==> src/rtl/change_dispenser.sv <==
// Greedy coin dispenser: breaks a change amount into coins, largest first,
// and hands them one at a time to the coin ejector over a valid/ready handshake.
module change_dispenser #(
    parameter int N  = 7,
    parameter int D0 = 10,
    parameter int D1 = 5,
    parameter int D2 = 2,
    parameter int D3 = 1
) (
    input  logic         clk,
    input  logic         rst,
    input  logic         start,
    input  logic [N-1:0] change_in,
    input  logic         abort,
    input  logic         coin_ready,
    output logic         coin_valid,
    output logic [1:0]   coin_type,
    output logic         busy,
    output logic         done,
    output logic         aborted,
    output logic [N-1:0] remaining,
    output logic [N-1:0] cnt0,
    output logic [N-1:0] cnt1,
    output logic [N-1:0] cnt2,
    output logic [N-1:0] cnt3,
    output logic [N-1:0] total_coins
);

    localparam logic [N-1:0] DEN0 = N'(D0);
    localparam logic [N-1:0] DEN1 = N'(D1);
    localparam logic [N-1:0] DEN2 = N'(D2);
    localparam logic [N-1:0] DEN3 = N'(D3);
    localparam logic [N-1:0] ONE  = N'(1);
    localparam logic [N-1:0] ZERO = N'(0);

    typedef enum logic [1:0] {
        IDLE   = 2'd0,
        SELECT = 2'd1,
        ISSUE  = 2'd2,
        DONE   = 2'd3
    } state_t;

    state_t state;
    state_t next_state;
    logic [1:0] sel_idx;

    function automatic logic [N-1:0] denom(input logic [1:0] idx);
        case (idx)
            2'd0:    denom = DEN0;
            2'd1:    denom = DEN1;
            2'd2:    denom = DEN2;
            default: denom = DEN3;
        endcase
    endfunction

    // State register.
    always_ff @(posedge clk or posedge rst) begin
        if (rst) begin
            state <= IDLE;
        end else begin
            state <= next_state;
        end
    end

    // Next-state logic; abort only matters while a coin sequence is in flight.
    always_comb begin
        next_state = state;
        case (state)
            IDLE: begin
                if (start) begin
                    next_state = (change_in == ZERO) ? DONE : SELECT;
                end else begin
                    next_state = IDLE;
                end
            end
            SELECT: begin
                if (abort) begin
                    next_state = IDLE;
                end else if (remaining == ZERO) begin
                    next_state = DONE;
                end else begin
                    next_state = ISSUE;
                end
            end
            ISSUE: begin
                if (abort) begin
                    next_state = IDLE;
                end else if (coin_ready) begin
                    next_state = SELECT;
                end else begin
                    next_state = ISSUE;
                end
            end
            DONE:    next_state = IDLE;
            default: next_state = IDLE;
        endcase
    end

    // Greedy pick: lowest index whose denomination still fits.
    always_comb begin
        sel_idx = 2'd3;
        if (remaining >= DEN0) begin
            sel_idx = 2'd0;
        end else if (remaining >= DEN1) begin
            sel_idx = 2'd1;
        end else if (remaining >= DEN2) begin
            sel_idx = 2'd2;
        end else begin
            sel_idx = 2'd3;
        end
    end

    // Registered outputs and datapath.
    always_ff @(posedge clk or posedge rst) begin
        if (rst) begin
            coin_valid  <= 1'b0;
            coin_type   <= 2'd0;
            busy        <= 1'b0;
            done        <= 1'b0;
            aborted     <= 1'b0;
            remaining   <= ZERO;
            cnt0        <= ZERO;
            cnt1        <= ZERO;
            cnt2        <= ZERO;
            cnt3        <= ZERO;
            total_coins <= ZERO;
        end else begin
            busy    <= (next_state != IDLE);
            done    <= (next_state == DONE);
            aborted <= abort && ((state == SELECT) || (state == ISSUE));
            case (state)
                IDLE: begin
                    if (start) begin
                        remaining   <= change_in;
                        cnt0        <= ZERO;
                        cnt1        <= ZERO;
                        cnt2        <= ZERO;
                        cnt3        <= ZERO;
                        total_coins <= ZERO;
                    end
                end
                SELECT: begin
                    if (!abort && (remaining != ZERO)) begin
                        coin_type  <= sel_idx;
                        coin_valid <= 1'b1;
                    end
                end
                ISSUE: begin
                    // Abort beats a simultaneous acceptance: the coin is not counted.
                    if (abort) begin
                        coin_valid <= 1'b0;
                    end else if (coin_ready) begin
                        coin_valid  <= 1'b0;
                        remaining   <= remaining - denom(coin_type);
                        total_coins <= total_coins + ONE;
                        case (coin_type)
                            2'd0:    cnt0 <= cnt0 + ONE;
                            2'd1:    cnt1 <= cnt1 + ONE;
                            2'd2:    cnt2 <= cnt2 + ONE;
                            default: cnt3 <= cnt3 + ONE;
                        endcase
                    end
                end
                DONE: begin
                    coin_valid <= 1'b0;
                end
                default: begin
                    coin_valid <= 1'b0;
                end
            endcase
        end
    end

endmodule
==> config.mk <==
export PLATFORM = sky130hd
export DESIGN_NAME = change_dispenser
export DESIGN_NICKNAME = d
export VERILOG_FILES = /design/src/rtl/change_dispenser.sv
export SDC_FILE = /design/constraint.sdc
export NUM_CORES = 1
export LEC_CHECK = 0
export BUFFER_PORTS_ARGS = -buffer_cell sky130_fd_sc_hd__buf_2
export CAP_MARGIN = 40
export CORE_UTILIZATION = 56
export CTS_BUF_LIST = sky130_fd_sc_hd__clkbuf_4 sky130_fd_sc_hd__clkbuf_8
export DETAILED_ROUTE_END_ITERATION = 8
export PLACE_DENSITY = 0.82
export SYNTH_ARGS = -nofsm -noshare
export SYNTH_HDL_FRONTEND = slang
export SYNTH_SLANG_ARGS = --single-unit
==> constraint.sdc <==
create_clock -name clk -period 2.6 [get_ports clk]
set_input_delay 0.52 -clock clk [delete_from_list [all_inputs] [get_ports clk]]
set_output_delay 0.52 -clock clk [all_outputs]
set_load 0.005 [all_outputs]
# --- Word-level counts from Yosys, hierarchy flattened ---
# Index checks and enable logic that the tools add are counted.
classes:
  n_lt_le_gt_ge: 3
  n_eq_ne: 15
  shifts: 0
  multipliers: 0
  muxes: 42
  addsub: 6
  n_reduce_logical: 20
  bitwise: 0
  div: 0
ops:
  columns: ["operator", "count"]
  rows:
  - ["2-to-1 mux 7 bit", 21]
  - ["one-hot mux 7 bit (2 select lines)", 6]
  - ["adder 7 x 1 -> 7 bit (second input constant)", 5]
  - ["AND reduction 5 bit", 4]
  - ["zero test 7 bit", 2]
  - ["2-to-1 mux 2 bit", 7]
  - ["one-hot mux 4 bit (3 select lines)", 1]
  - ["== test 2 bit (second input constant)", 4]
  - ["inequality test 2 x 1 -> 1 bit (second input constant)", 4]
  - ["inequality test 2 bit (second input constant)", 4]
  - ["one-hot mux 2 bit (4 select lines)", 1]
  - ["greater-or-equal comparator 7 x 2 -> 1 bit (second input constant)", 1]
  - ["greater-or-equal comparator 7 x 3 -> 1 bit (second input constant)", 1]
  - ["greater-or-equal comparator 7 x 4 -> 1 bit (second input constant)", 1]
  - ["nonzero test 7 bit", 1]
  - ["subtractor 7 bit", 1]
  - ["2-to-1 mux 1 bit", 5]
  - ["== test 2 x 1 -> 1 bit (second input constant)", 2]
  - ["zero test 2 bit", 2]
  - ["AND reduction 4 bit", 1]
  - ["nonzero test 2 bit", 2]
  - ["inequality test 3 bit (second input constant)", 1]
  - ["one-hot mux 1 bit (3 select lines)", 1]
  - ["AND reduction 3 bit", 1]
  - ["6 further kinds", 7]
word_totals:
  elab_cells: 98
  out_inout_bits: 48
  n_memories: 0
  latch_bits: 0
  ramBits: 0
  register_bits: 50
  romBits: 0

# --- Depth between registers and ports, before layout ---
# Gate-level depths: netlist of run 1.
depth:
  ltp_word: 9
  mapped_depth: 9
  ltp_nobuf: 9

# --- Least setup slack after synthesis of run 1 ---
# No wires, ideal clock.
synth_timing:
  path_kind: "register -> register"
  startpoint: "reg state[0]"
  endpoint: "reg cnt3[5]"
  required_ns: 2.523
  arrival_time_ns: 1.921
  path_slack_ns: 0.601
  stages_incl_launch_ff: 9
  path_cell_list: "dfrtp_1 -> inv_1 -> ha_1 -> nor2b_1 -> clkbuf_1 -> o41ai_4 -> nand4_2 -> or3_1 -> a21oi_1"
synth_between:
  elab_chain_cells: 3
  elab_cells_between_ends: 9
  classes_between: "eq/ne (5); mux (1); reduce/logical (3)"
synth_lines:
  columns: ["item", "line", "rtl"]
  rows:
  - ["from (decl)", "43", "state_t state;"]
  - ["from (signal assigned)", "61", "state <= next_state;"]
  - ["== test 2 bit / zero test 2 bit (equally long branches)", "131", "case (state)"]
  - ["inequality test 2 bit (no source line) / nonzero test 2 bit (equally long branches)", null, null]
  - ["AND reduction 5 bit (no source line)", null, null]
  - ["to (signal assigned)", "160", "default: cnt3 <= cnt3 + ONE;"]
  - ["to (decl)", "25", "output logic [N-1:0] cnt3,"]
# Parallel ways exist; a longest one is shown, timed or not.
# A chain may end at the register's enable or synchronous reset.

# --- Worst setup path after layout of run 1 ---
layout_timing:
  startpoint: "reg state[0]"
  endpoint: "reg cnt2[5]"
layout_between:
  elab_chain_cells: 3
  elab_cells_between_ends: 9
  classes_between: "eq/ne (5); mux (1); reduce/logical (3)"
layout_lines:
  columns: ["item", "line", "rtl"]
  rows:
  - ["== test 2 bit / zero test 2 bit (equally long branches)", "131", null]
  - ["inequality test 2 x 1 -> 1 bit (no source line) (tied with other cells)", null, null]
  - ["AND reduction 5 bit (no source line)", null, null]
  - ["to (signal assigned)", "159", "2'd2: cnt2 <= cnt2 + ONE;"]
  - ["to (decl)", "24", "output logic [N-1:0] cnt2,"]
# Parallel ways exist; a longest one is shown, timed or not.

==> results of run 1 <==
worst max path at each step:
stage | end | cells past startpoint | from
after global placement | cnt2[5] | 8 | state[0]
after detailed placement | cnt2[5] | 8 | state[0]
after CTS | cnt2[5] | 8 | state[0]
final | cnt2[5] | 8 | state[0]
after floorplan | cnt3[5] | 8 | state[0]
after global routing | cnt2[5] | 8 | state[0]
layer usage:
layer | share of wire [%] | routed length [µm] | vias up | track usage [%]
met5 | 0 | 0 | - | 0
met4 | 1.5 | 89 | 0 | 9.586
met3 | 3.1 | 176 | 9 | 4.861
met2 | 49 | 2813 | 48 | 40.71
met1 | 46 | 2670 | 1118 | 31.32
li1 | - | - | 1146 | -
final cells by class:
cell class              count  share of cell area, %
well taps                  67                  2.577
clock inverters             1                 0.2692
clock buffers               7                  2.962
flip-flops and latches     50                  38.46
multi-input cells         218                  43.31
inverters                  13                  1.500
repair buffers             67                  10.92
registers in the layout, indices dropped and copies added, names as in the netlist:
signal       flops
coin_valid       1
busy             1
state            2
cnt0             7
cnt1             7
cnt3             7
total_coins      7
remaining        7
cnt2             7
coin_type        2
done             1
aborted          1
worst max-delay path, stage by stage, from the launching register on:
cell	delay (ns)
dfrtp_1	0.38
inv_1	0.07
ha_1	0.31
nor2b_1	0.18
buf_4	0.16
o41ai_2	0.44
nand4_1	0.18
or3_1	0.32
a21oi_1	0.14
cell families (layout without fill, tap and decap cells):
kind of cell / count (synthesis) / in the layout / share of synthesized area (%)
muxes: 1 / 1 / 0.3638
xor gates and xnor gates: 22 / 22 / 7.003
and+or+nand+nor: 124 / 124 / 23.01
DFF: 50 / 50 / 45.48
adders and majority gates: 15 / 15 / 7.094
AOI/OAI and AO/OA: 56 / 56 / 13.73
buffers and inverters: 23 / 88 / 3.320
metrics by stage:
step           std cells  utilization (%)  area, µm²  setup WS (ns)  hold slack, ns
6_report             423            68.87       3253         0.3395          0.1491
5_1_grt              423            68.87       3253         0.1547          0.1798
4_1_cts              423            68.87       3253         0.3548          0.1587
3_5_place_dp         415            66.65       3148         0.3627          0.4925
3_3_place_gp         415            66.65       3148         0.4946          0.4918
2_1_floorplan        291                -       2751         0.6015          0.4995
report_power, final:
part,internal [W],switching (W),total (W)
combinational,0.000471,0.000662,0.00113
sequential,0.000904,0.000165,0.00107
clock,0.000244,0.000262,0.000506
Yosys cell counts, types with 2 or more instances:
cell type,count
or3_1,5
nand2_1,29
nor2_1,35
xnor2_1,3
dfrtp_1,50
inv_1,13
nor3_1,2
clkbuf_1,7
nand4_1,13
nand2b_1,5
and2_1,2
a21oi_1,14
xor2_1,19
nor2b_1,4
and3b_1,3
o22ai_1,2
nand3_1,11
and3_1,4
o31ai_1,2
nor4_1,2
or2_2,3
o21ai_0,21
ha_1,14
==> results by group, run 1 <==
Synth
  – Synth Flop Type: dfrtp_1
  – Ys Warns: 0
  – Yosys top cell by area: dfrtp_1
  – Seq/Total Area, Yosys: 45.48%
  – Top post-synthesis cells by area: dfrtp_1 45%, ha_1 6.4%, xor2_1 6.0%
  – Post-synth top area share: 45.48%
  – Syn Nets: roughly 320
  – Asr flop ratio synth: 100.0%
  – Avg Cell Area, Syn: 9.455 µm²
  – Post-Syn Area: between 2000 and 3000 µm²
  – Flops & latches, synth: 50
  – Post-synth EDFFs: 0
  – Netlist cell types: 51
  – Syn Inst Count: 291

Route
  – Wire length per cell: 13.59 µm
  – First-pass DRT Iterations: 4
  – DRC: 0
  – Iteration-0 DRC count of the detailed router: 100
  – Antenna viol nets, final: 0
  – Routed vias: 2321
  – Post-Route WL: 5748 µm
  – Vias/cell: 5.487

Timing
  – Hold Vio Cnt, Final: 0
  – Finish-stage setup viols: 0
  – Max Clock Skew: between 0.009 and 0.01 ns
  – Worst-margin pin slew: around 0.59 ns
  – Final period util: 86.94%
  – RSZ-0062 raised after global routing: no
  – Slew HR: 60.25%
  – Fmax: 0.4424 GHz
  – Tmin final: 2.261 ns
  – Total negative setup slack: 0 ns
  – Max Slew Vio Count: 0

Cells and area
  – Most common cell after layout, fill and taps aside: buf_2
  – Final nets: 382
  – Commonest cells after routing, fill and taps aside: 59 x buf_2, 50 x dfrtp_1, 35 x nor2_1, 29 x nand2_1, 21 x o21ai_0
  – FILL cells: 376
  – Share of layout cells above drive strength 1: approximately a quarter
  – Area Growth Syn to Fin: 18.24%
  – Antenna Cells: 0
  – Multi-input logic area: between 1000 and 1500 µm²
  – FF/Latch Area: about 1300 µm²

Hold path
  – Worst hold path type: input pin to asynchronous set/reset pin

Global route
  – Number of global-route vias before repair: 2190
  – First-pass GRT wire length: 9901 µm
  – Largest net degree at the start of global routing: 26
  – Global Route Usage Sum: approximately a quarter
  – Grt total ovfl: 0
  – Initial antenna violation count: 0

Die
  – Starting density of the core: 58.25%
  – Die width: ~70 µm
  – Core area: 4723 µm²
  – Die Height: about 72 µm
  – I/O pins: 60
  – DIE AREA: a little over 5000 µm²
  – # rows: 25

Power
  – Pwr Total: 0.002708 W
  – Power per Cell Area: 832.5 nW/µm²
  – Max VDD drop: 582.7 µV
  – Pleak: approximately 1.7 nW

Setup path
  – WP data arrival: 2.50 ns
  – Reg2reg path depth: 8
  – R2r startpoint: state[0]
  – Worst R2R Setup Slack: 0.34 ns
  – CP Launch Type: register
  – Setup crit end kind: register
  – WS Path Type: register to register
  – RR Endpoint: cnt2[5]
  – Critical path peak fanout: 11
  – Worst EP required: approximately 2.8 ns

Clocking
  – Clock Root Buffer: clkbuf_8
  – Num CTS Buffers: 5
  – Post-cts sizing count: 0
  – CTS clk-pin slew, worst paths: 0.09 ns
  – Max Buffers Root-to-Sink: 2
  – Clock tree sinks: 50
  – CTS tree: built
  – Hold_buf cts: 0
  – Max H-tree Level: 2
  – Clk_lat worst skew: 0.31 ns
  – Post-CTS setup buffer count: 0

Status
  – Status: complete, no violations

Placed design
  – Post-DP HPWL: 4385 µm
  – Port Buffers: 59
  – Global placement routability congestion: 0.8662

Job
  – Count of max-cap constraint violations: 0
(Power assumes the default switching activity.)
==> run 2, diff against run 1 <==
==> config.mk (replaced) <==
export PLATFORM = sky130hd
export DESIGN_NAME = change_dispenser
export DESIGN_NICKNAME = d
export VERILOG_FILES = /design/src/rtl/change_dispenser.sv
export SDC_FILE = /design/constraint.sdc
export NUM_CORES = 1
export LEC_CHECK = 0
export CAP_MARGIN = 40
export CORE_ASPECT_RATIO = 1.4
export CORE_UTILIZATION = 60
export CTS_BUF_LIST = sky130_fd_sc_hd__clkbuf_4 sky130_fd_sc_hd__clkbuf_8
export DETAILED_ROUTE_END_ITERATION = 8
export DONT_BUFFER_PORTS = 1
export PLACE_DENSITY = 0.76
export SYNTH_ARGS = -nofsm -noshare
export SYNTH_HDL_FRONTEND = slang
export SYNTH_SLANG_ARGS = --single-unit
==> run 2 against run 1 <==
Clock power is 8.1% higher. Maximum frequency up 0.86%. Hold slack improved by 0.11 ns. Sequential power barely moved. Sequential share of layout area up 3.7 points. Routed wire length down 1.3%. Die area fell by 6.4%. Critical path type unchanged. Critical endpoint unchanged.
==> results by group, run 2 (synthesis results as in run 1) <==
Setup path
  – Worst path top cell family by delay: simple AND/OR/NAND/NOR gates
  – WP data arrival: 2.47 ns
  – WS Path Type: register to register
  – Worst EP required: 2.82 ns
  – Critical path peak fanout: 11
  – Crit path cell chain: inv_1 -> ha_1 -> nor2b_1 -> buf_4 -> o41ai_2 -> nand4_1 -> or3_1 -> a21oi_1
  – Worst Path Buf+Inv: 2
  – CP max stage delay: 0.41 ns
  – Worst R2R Setup Slack: 0.36 ns
  – Setup crit end kind: register
  – CP max-delay cell: o41ai_2
  – CP Launch Type: register

Placed design
  – Inst Count DP: 350
  – Post-DP HPWL: approximately 4300 µm
  – Global placement routability congestion: roughly 0.8
  – DP Area: 2851 µm²
  – Port Buffers: 0
  – Pre-CTS WS: 0.4185 ns

Timing
  – Max Clock Skew: 0.01076 ns
  – Tmin final: 2.241 ns
  – Slew HR: 59.42%
  – Worst-margin pin slew: 0.6050 ns
  – Hold Vio Cnt, Final: 0
  – Finish-stage setup viols: 0
  – Total negative setup slack: 0 ns
  – Max Slew Vio Count: 0
  – Post-route setup slack: 0.3587 ns
  – RSZ-0062 raised after global routing: no
  – Final period util: 86.20%
  – Fmax: around 0.45 GHz

Clocking
  – Clk_lat worst skew: roughly 0.3 ns
  – Post-CTS setup buffer count: 0
  – CTS tree: built
  – Max Buffers Root-to-Sink: 2
  – Post-cts sizing count: 0
  – Clock Root Buffer: clkbuf_8
  – Num CTS Buffers: 5
  – Clock tree sinks: 50
  – CTS clk-pin slew, worst paths: 0.09 ns
  – Max H-tree Level: 2
  – Hold_buf cts: 0

Cells and area
  – Antenna Cells: 0
  – Multi-input logic area: 1409 µm²
  – FILL cells: about 340
  – FF/Latch Area: 1251 µm²
  – Design area: 2965 µm²
  – Final Non-Filler Cells: around 360
  – Final nets: about 320
  – Commonest cells after routing, fill and taps aside: 50 x dfrtp_1, 35 x nor2_1, 29 x nand2_1, 21 x o21ai_0, 19 x xor2_1
  – Share of layout cells above drive strength 1: 9.060%
  – Area Growth Syn to Fin: 7.776%
  – Most common cell after layout, fill and taps aside: dfrtp_1

Route
  – First-pass DRT Iterations: 4
  – Wire length per cell: between 15 and 20 µm
  – DRC: 0
  – Routed vias: 2095
  – Post-Route WL: 5676 µm
  – Iteration-0 DRC count of the detailed router: 82
  – Vias/cell: 5.852
  – Antenna viol nets, final: 0

Power
  – Max VDD drop: 772.4 µV
  – Pleak: about 1.4 nW
  – Power per Cell Area: about 900 nW/µm²

Global route
  – Initial antenna violation count: 0
  – First-pass GRT wire length: around 9000 µm
  – Grt total ovfl: 0
  – Global Route Usage Sum: about a quarter
  – Largest net degree at the start of global routing: roughly 50
  – Number of global-route vias before repair: 1998

Die
  – Die Height: 82.13 µm
  – Starting density of the core: ~64%
  – # rows: 28
  – DIE AREA: 4864 µm²
  – I/O pins: 60
  – Die width: 59.23 µm
  – Core area: 4309 µm²

Hold path
  – Worst hold path type: input pin to asynchronous set/reset pin

Job
  – Count of max-cap constraint violations: 0

Status
  – Status: complete, no violations
-- run 2: layout make-up --
class                      instances  share of cell area (%)
tap                               60                   2.532
clock buffer                       6                   2.574
clock inverter                     2                   1.266
timing repair buffer               9                   2.278
multi-input combinational        218                   47.51
sequential                        50                   42.19
inverter                          13                   1.646
-- run 2: metal layers --
layer | routed length (µm) | GRT usage (%) | vias up
met5 | 0 | 0 | -
met4 | 79 | 7.619 | 0
met3 | 329 | 7.009 | 10
met2 | 2956 | 44.16 | 57
met1 | 2311 | 28.15 | 1002
li1 | - | - | 1026
-- run 2: through the flow --
stage          utilization [%]  total power [W]  hold slack (ns)
6_report                 68.82         0.002677           0.2630
4_1_cts                  68.82         0.002685           0.2832
3_5_place_dp             66.17         0.002140           0.5542
3_3_place_gp             66.17         0.002114           0.5419
2_1_floorplan                -         0.001839           0.4995
5_1_grt                  68.82         0.002873           0.3228
-- run 2: power breakdown --
group          switching (W)  internal [W]  total (W)
sequential          0.000189      0.000905    0.00109
combinational       0.000625      0.000412    0.00104
clock               0.000249      0.000298   0.000547
total                0.00106       0.00161    0.00268
-- run 2: path summary, 6_finish.rpt --
| path | start | to | cells after the start |
|---|---|---|---|
| worst max-delay path | state[0] | cnt2[5] | 8 |
| worst min-delay path | rst | remaining[2] | 2 |
| worst max register to register | state[0] | cnt2[5] | 8 |
| worst min register to register | total_coins[0] | total_coins[0] | 1 |
| max in group asynchronous | rst | cnt2[0] | 2 |
| min in group clk | change_in[2] | state[1] | 1 |
